**src/rtl/traffic_pkg.sv**
```systemverilog
// rtl/traffic_pkg.sv - lamp encodings, state encodings and phase duration lookup
package traffic_pkg;

    localparam logic [1:0] RED    = 2'b00;
    localparam logic [1:0] YELLOW = 2'b01;
    localparam logic [1:0] GREEN  = 2'b10;

    typedef enum logic [2:0] {
        S0_HWY_GREEN       = 3'd0,
        S1_HWY_YELLOW      = 3'd1,
        S2_ALLRED_TO_CNTRY = 3'd2,
        S3_CNTRY_GREEN     = 3'd3,
        S4_CNTRY_YELLOW    = 3'd4,
        S5_ALLRED_TO_HWY   = 3'd5
    } state_t;

    // Length in cycles of the phase spent in state s; undefined encodings
    // fall back to the highway green, which is where they recover to.
    function automatic int unsigned phase_duration(
        input state_t      s,
        input int unsigned y2r,
        input int unsigned r2g,
        input int unsigned hwy_min,
        input int unsigned cntry_max
    );
        case (s)
            S0_HWY_GREEN:       return hwy_min;
            S1_HWY_YELLOW:      return y2r;
            S2_ALLRED_TO_CNTRY: return r2g;
            S3_CNTRY_GREEN:     return cntry_max;
            S4_CNTRY_YELLOW:    return y2r;
            S5_ALLRED_TO_HWY:   return r2g;
            default:            return hwy_min;
        endcase
    endfunction

endpackage

```
**src/rtl/phase_timer.sv**
```systemverilog
// rtl/phase_timer.sv - loadable saturating down-counter shared by all phases
module phase_timer #(
    parameter int              CNT_W   = 8,
    parameter logic [CNT_W-1:0] RST_VAL = '0
) (
    input  logic             clk,
    input  logic             clear,
    input  logic             load,
    input  logic [CNT_W-1:0] load_val,
    output logic [CNT_W-1:0] cnt,
    output logic             zero
);

    // Load on phase entry, otherwise count down and hold at zero
    always_ff @(posedge clk or posedge clear) begin
        if (clear) begin
            cnt <= RST_VAL;
        end else if (load) begin
            cnt <= load_val;
        end else if (cnt != '0) begin
            cnt <= cnt - 1'b1;
        end
    end

    assign zero = (cnt == '0);

endmodule

```
**src/rtl/traffic_signal_timed_ctrl.sv**
```systemverilog
// rtl/traffic_signal_timed_ctrl.sv - timed highway/country junction signal controller
module traffic_signal_timed_ctrl
    import traffic_pkg::*;
#(
    parameter int CNT_W           = 8,
    parameter int Y2R_DLY         = 3,
    parameter int R2G_DLY         = 2,
    parameter int HWY_MIN_GREEN   = 10,
    parameter int CNTRY_MAX_GREEN = 20
) (
    input  logic       clk,
    input  logic       clear,
    input  logic       x,
    input  logic       emerg,
    output logic [1:0] hwy,
    output logic [1:0] cntry,
    output logic [2:0] state_o
);

    // A duration of N is loaded as N-1, so N may reach 2^CNT_W
    localparam longint MAX_DUR = longint'(1) << CNT_W;

    if (Y2R_DLY < 1 || longint'(Y2R_DLY) > MAX_DUR) begin : g_bad_y2r
        $error("Y2R_DLY out of range");
    end
    if (R2G_DLY < 1 || longint'(R2G_DLY) > MAX_DUR) begin : g_bad_r2g
        $error("R2G_DLY out of range");
    end
    if (HWY_MIN_GREEN < 1 || longint'(HWY_MIN_GREEN) > MAX_DUR) begin : g_bad_hmin
        $error("HWY_MIN_GREEN out of range");
    end
    if (CNTRY_MAX_GREEN < 1 || longint'(CNTRY_MAX_GREEN) > MAX_DUR) begin : g_bad_cmax
        $error("CNTRY_MAX_GREEN out of range");
    end

    localparam logic [CNT_W-1:0] HMIN_RST = CNT_W'(HWY_MIN_GREEN - 1);

    state_t           state;
    state_t           state_next;
    logic             req;
    logic             tmr_load;
    logic [CNT_W-1:0] tmr_load_val;
    logic [CNT_W-1:0] tmr_cnt;
    logic             tmr_zero;
    logic [31:0]      next_dur;

    phase_timer #(
        .CNT_W   (CNT_W),
        .RST_VAL (HMIN_RST)
    ) u_timer (
        .clk      (clk),
        .clear    (clear),
        .load     (tmr_load),
        .load_val (tmr_load_val),
        .cnt      (tmr_cnt),
        .zero     (tmr_zero)
    );

    // State register
    always_ff @(posedge clk or posedge clear) begin
        if (clear) begin
            state <= S0_HWY_GREEN;
        end else begin
            state <= state_next;
        end
    end

    // Country request latch: remembers a car seen during highway green until yellow starts
    always_ff @(posedge clk or posedge clear) begin
        if (clear) begin
            req <= 1'b0;
        end else if (state == S0_HWY_GREEN) begin
            if (state_next == S1_HWY_YELLOW) begin
                req <= 1'b0;
            end else if (x) begin
                req <= 1'b1;
            end
        end
    end

    // Next-state logic; yellows and the all-red back to highway ignore emerg
    always_comb begin
        state_next = state;
        case (state)
            S0_HWY_GREEN: begin
                if (tmr_zero && (req || x) && !emerg) state_next = S1_HWY_YELLOW;
            end
            S1_HWY_YELLOW: begin
                if (tmr_zero) state_next = S2_ALLRED_TO_CNTRY;
            end
            S2_ALLRED_TO_CNTRY: begin
                if (emerg)         state_next = S0_HWY_GREEN;
                else if (tmr_zero) state_next = S3_CNTRY_GREEN;
            end
            S3_CNTRY_GREEN: begin
                if (emerg || !x || tmr_zero) state_next = S4_CNTRY_YELLOW;
            end
            S4_CNTRY_YELLOW: begin
                if (tmr_zero) state_next = S5_ALLRED_TO_HWY;
            end
            S5_ALLRED_TO_HWY: begin
                if (tmr_zero) state_next = S0_HWY_GREEN;
            end
            default: state_next = S0_HWY_GREEN;
        endcase
    end

    // Reload the shared timer with the new phase length on every state change
    always_comb begin
        next_dur     = phase_duration(state_next, Y2R_DLY, R2G_DLY,
                                      HWY_MIN_GREEN, CNTRY_MAX_GREEN);
        tmr_load     = (state_next != state);
        tmr_load_val = CNT_W'(next_dur - 32'd1);
    end

    // Lamp decode from the state register only
    always_comb begin
        hwy   = RED;
        cntry = RED;
        case (state)
            S0_HWY_GREEN:    hwy   = GREEN;
            S1_HWY_YELLOW:   hwy   = YELLOW;
            S3_CNTRY_GREEN:  cntry = GREEN;
            S4_CNTRY_YELLOW: cntry = YELLOW;
            default: begin
                hwy   = RED;
                cntry = RED;
            end
        endcase
    end

    assign state_o = state;

    // The timer never holds more than the remaining length of the current phase
    a_timer_in_phase: assert property (@(posedge clk) disable iff (clear)
        32'(tmr_cnt) < phase_duration(state, Y2R_DLY, R2G_DLY,
                                      HWY_MIN_GREEN, CNTRY_MAX_GREEN));

endmodule

```
**config.mk**
```make
export PLATFORM = sky130hd
export DESIGN_NAME = traffic_signal_timed_ctrl
export DESIGN_NICKNAME = d
export VERILOG_FILES = /design/src/rtl/traffic_pkg.sv /design/src/rtl/phase_timer.sv /design/src/rtl/traffic_signal_timed_ctrl.sv
export SDC_FILE = /design/constraint.sdc
export NUM_CORES = 1
export LEC_CHECK = 0
export CAP_MARGIN = 20
export CORE_UTILIZATION = 39
export DETAILED_ROUTE_END_ITERATION = 7
export HOLD_SLACK_MARGIN = 0.02
export PLACE_DENSITY = 0.58
export RECOVER_POWER = 25
export SLEW_MARGIN = 40
export SYNTH_ARGS = -nofsm -noshare
export SYNTH_HDL_FRONTEND = slang
export SYNTH_SLANG_ARGS = --single-unit
```
**constraint.sdc**
```tcl
create_clock -name clk -period 3.5 [get_ports clk]
set_input_delay 1.05 -clock clk [delete_from_list [all_inputs] [get_ports clk]]
set_output_delay 1.05 -clock clk [all_outputs]
set_load 0.02 [all_outputs]
```
==> impl_summary.log <==
[metrics] final core occ: about 53%
[metrics] die height: ~50 µm
[metrics] Initial Util: 43.3%
[metrics] GR Util All Layers: 19.9%
[metrics] relative slew slack: 68.0%
[metrics] maximum number of pins on one net before global-route repair: 15
[metrics] Diodes inserted: 0
[metrics] remaining global-route overflow: 0
[metrics] Final Hold Fails: 0
[metrics] required time of the critical path: roughly 3700 ps
[metrics] biggest fanout along the worst timing path: 8
[metrics] combined area of all synthesized cells: approximately 890 µm²
[metrics] Placer Congestion: between 0.8 and 0.9
[metrics] post-DP HPWL: roughly 1600 µm
[metrics] library cell used as clock root buffer: clkbuf_4
[metrics] nature of the critical path startpoint: flip-flop
[metrics] proportion of netlist area held by the largest area contributor: 28.0%
[metrics] number of antenna violations at the first check in global routing: 0
[metrics] via count: around 860
[metrics] number of buffers inserted during clock tree synthesis: 3
[metrics] DIE AREA: about 0.0025 mm²
[metrics] number of H-tree levels: 1
[metrics] global-route wire length before repair: 3680 µm
[metrics] cell taking the most area after synthesis: dfrtp_1
[metrics] count of buffers from port buffering: 10
[metrics] fraction of final layout cells sized beyond drive strength 1: about 16%
[metrics] CTS tree: yes
[metrics] total power divided by cell area: between 700 and 800 mW/mm²
[metrics] clock latency at the later pin of the worst-skew pair: approximately 290 ps
[metrics] share of synthesized flip-flops with an asynchronous set or reset: 100%
[metrics] standard cell with the maximum stage delay on the critical path: or4_1
[metrics] post-layout total power: 852 µW
[metrics] row count: 16
[metrics] number of clock sinks seen by CTS: 12
[metrics] count of nets after finishing: 127
[metrics] final-layout fill cell count: 205
[metrics] max-cap viol count: 0
[metrics] worst hold path class: flip-flop to flip-flop
[metrics] largest cells by area after synthesis: dfrtp_1 (28%), dfstp_2 (5.9%), o21ai_0 (3.9%), nor3_1 (3.4%), inv_1 (3.4%)
[metrics] RSZ-0062 raised after global routing: no
[metrics] arrival time of the worst setup path: 3280 ps
[metrics] number of distinct library cells after synthesis: between 40 and 50
[metrics] number of nets produced by synthesis: around 110
[metrics] series of cell instances along the critical path: or4_1, or2_1, a22oi_1, o211ai_1, o21ai_0, ha_1, inv_1, a211oi_1, buf_4, o2111ai_1, o2bb2ai_1
[metrics] number of nets with antenna violations after routing: 0
[metrics] average footprint of a synthesized cell: 8.59 µm²
[metrics] clock skew: about 11 ps
[metrics] Syn-to-layout area delta: 21.8%
[metrics] PostCTS Resize Cnt: 0
[metrics] most used flip-flop cell after synthesis: dfrtp_1
[metrics] number of setup buffers added after CTS: 0
[metrics] Core ar.: approximately 0.0021 mm²
[metrics] final clock period utilization by the worst path: roughly 89%
[metrics] count of endpoints failing setup in the final report: 0
[metrics] footprint of the multi-input gates: about 530 µm²
[metrics] Crit Path Class: flip-flop to flip-flop
[metrics] vias in the first global route: 798
[metrics] highest cell delay on the worst timing path: a little under 700 ps
[metrics] static leakage: 0.000488 µW
[metrics] quantity of hold-fixing buffers added after cts: 0
[metrics] Horiz. Die Dim: 49.9 µm
[metrics] number of iterations in the first detailed-routing pass: 4
[metrics] clock input transition at the sequential cells of the worst setup and hold paths: 80 ps
[metrics] DR DRC count: 0
[metrics] worst-case vdd ir drop: 0.386 mV
[metrics] drt initial violations: 20
[metrics] synthesized flop and latch total: 12
[metrics] Total Wirelength: approximately 2100 µm
[metrics] Register Area: around 300 µm²
[metrics] Post-synth EDFFs: 0
[metrics] final worst path period need: 3100 ps
[metrics] critical path capture point type: flip-flop
[metrics] total I/O pin count: 11
[metrics] leading cell type by number of instances after synthesis: dfrtp_1
[metrics] run status: completed
[metrics] sequential-to-total area share from yosys stat: about 34%
[metrics] final number of max-transition violations: 0
[metrics] transition time at the pin with the least slew margin: ~480 ps
[metrics] average via count per standard cell: roughly 5.8
[metrics] most frequent cells after synthesis: dfrtp_1 (10), inv_1 (8), nand2_1 (7), nor2_1 (7), o21ai_0 (7)
[metrics] final setup TNS: 0 ps
[metrics] maximum clock frequency: roughly 320 MHz
[metrics] largest buffer count on any clock path: 2
[metrics] detail-routed net length per standard cell: ~14 µm
[metrics] warning count from the yosys run: 0
[metrics] number of standard cells after synthesis: approximately 100
==> flip-flops by register name, indices dropped and copies added, names as in the netlist <==
signal	flops
u_timer.cnt	8
state_o	3
req	1
==> worst max-delay path, delay by kind of cell (launching register included) <==
family	cells	cell delay [ps]
compound gates	6	1060
flops	1	440
simple gates	2	1100
fa+ha+maj	1	170
buf+inv	2	230
==> cell usage in the layout, fill, tap and decap left out, types with 2 or more instances in the layout <==
cell	count
dfrtp_1	10
clkdlybuf4s50_1	9
buf_4	9
inv_1	8
o21ai_0	7
nor2_1	7
nand2_1	7
nor3_1	6
a21oi_1	5
or4_1	3
nor2b_1	3
a31oi_1	3
a21o_1	3
clkbuf_4	3
or2_2	2
o221ai_1	2
nand2b_1	2
a22oi_1	2
o2bb2ai_1	2
dfstp_2	2
==> cell type report <==
cell class / instances / area share, %
repair buffers: 19 / 15.4
clock buffers: 4 / 2.41
well taps: 27 / 3.10
flip-flops and latches: 12 / 27.8
inverters: 8 / 2.76
multi-input cells: 78 / 48.5
==> path summary, 6_finish.rpt <==
path / startpoint / end / slack [ps] / cells past startpoint
worst min register to register: u_timer.cnt[7] / u_timer.cnt[7] / 540 / 1
worst max register to register: u_timer.cnt[2] / u_timer.cnt[6] / 400 / 11
worst max-delay path: u_timer.cnt[2] / u_timer.cnt[6] / 400 / 11
max in group asynchronous: clear / u_timer.cnt[3] / 1940 / 2
min in group asynchronous: clear / u_timer.cnt[2] / 1210 / 2
worst min-delay path: u_timer.cnt[7] / u_timer.cnt[7] / 540 / 1
==> metal layers <==
metal / up-vias / share of wire, % / track usage, %
met5: - / 0 / 0
met4: 0 / 0.76 / 6.19
met3: 3 / 4.1 / 6.79
met2: 18 / 45 / 27.7
met1: 414 / 50 / 28.3
li1: 429 / - / -
==> per-stage QoR <==
step / std cells / area [µm²] / hold slack (ps) / setup WS [ps]
2_1_floorplan: 104 / 893 / 503 / 450
3_3_place_gp: 144 / 1060 / 529 / 72.2
3_5_place_dp: 144 / 1060 / 529 / 86.2
4_1_cts: 148 / 1090 / 539 / 394
5_1_grt: 148 / 1090 / 556 / 96.7
6_report: 148 / 1090 / 539 / 395
==> cell families after synthesis <==
kind of cell | after synthesis | share of synthesized area [%]
compound gates | 41 | 36.8
fa+ha+maj | 1 | 1.40
buf+inv | 14 | 7.00
simple gates | 36 | 20.9
flops | 12 | 33.9
==> power breakdown <==
group	internal, µW	switching, µW
sequential	199	69.5
clock	44.3	49.1
combinational	229	261
Note: power is estimated with default switching activity, not from simulation.
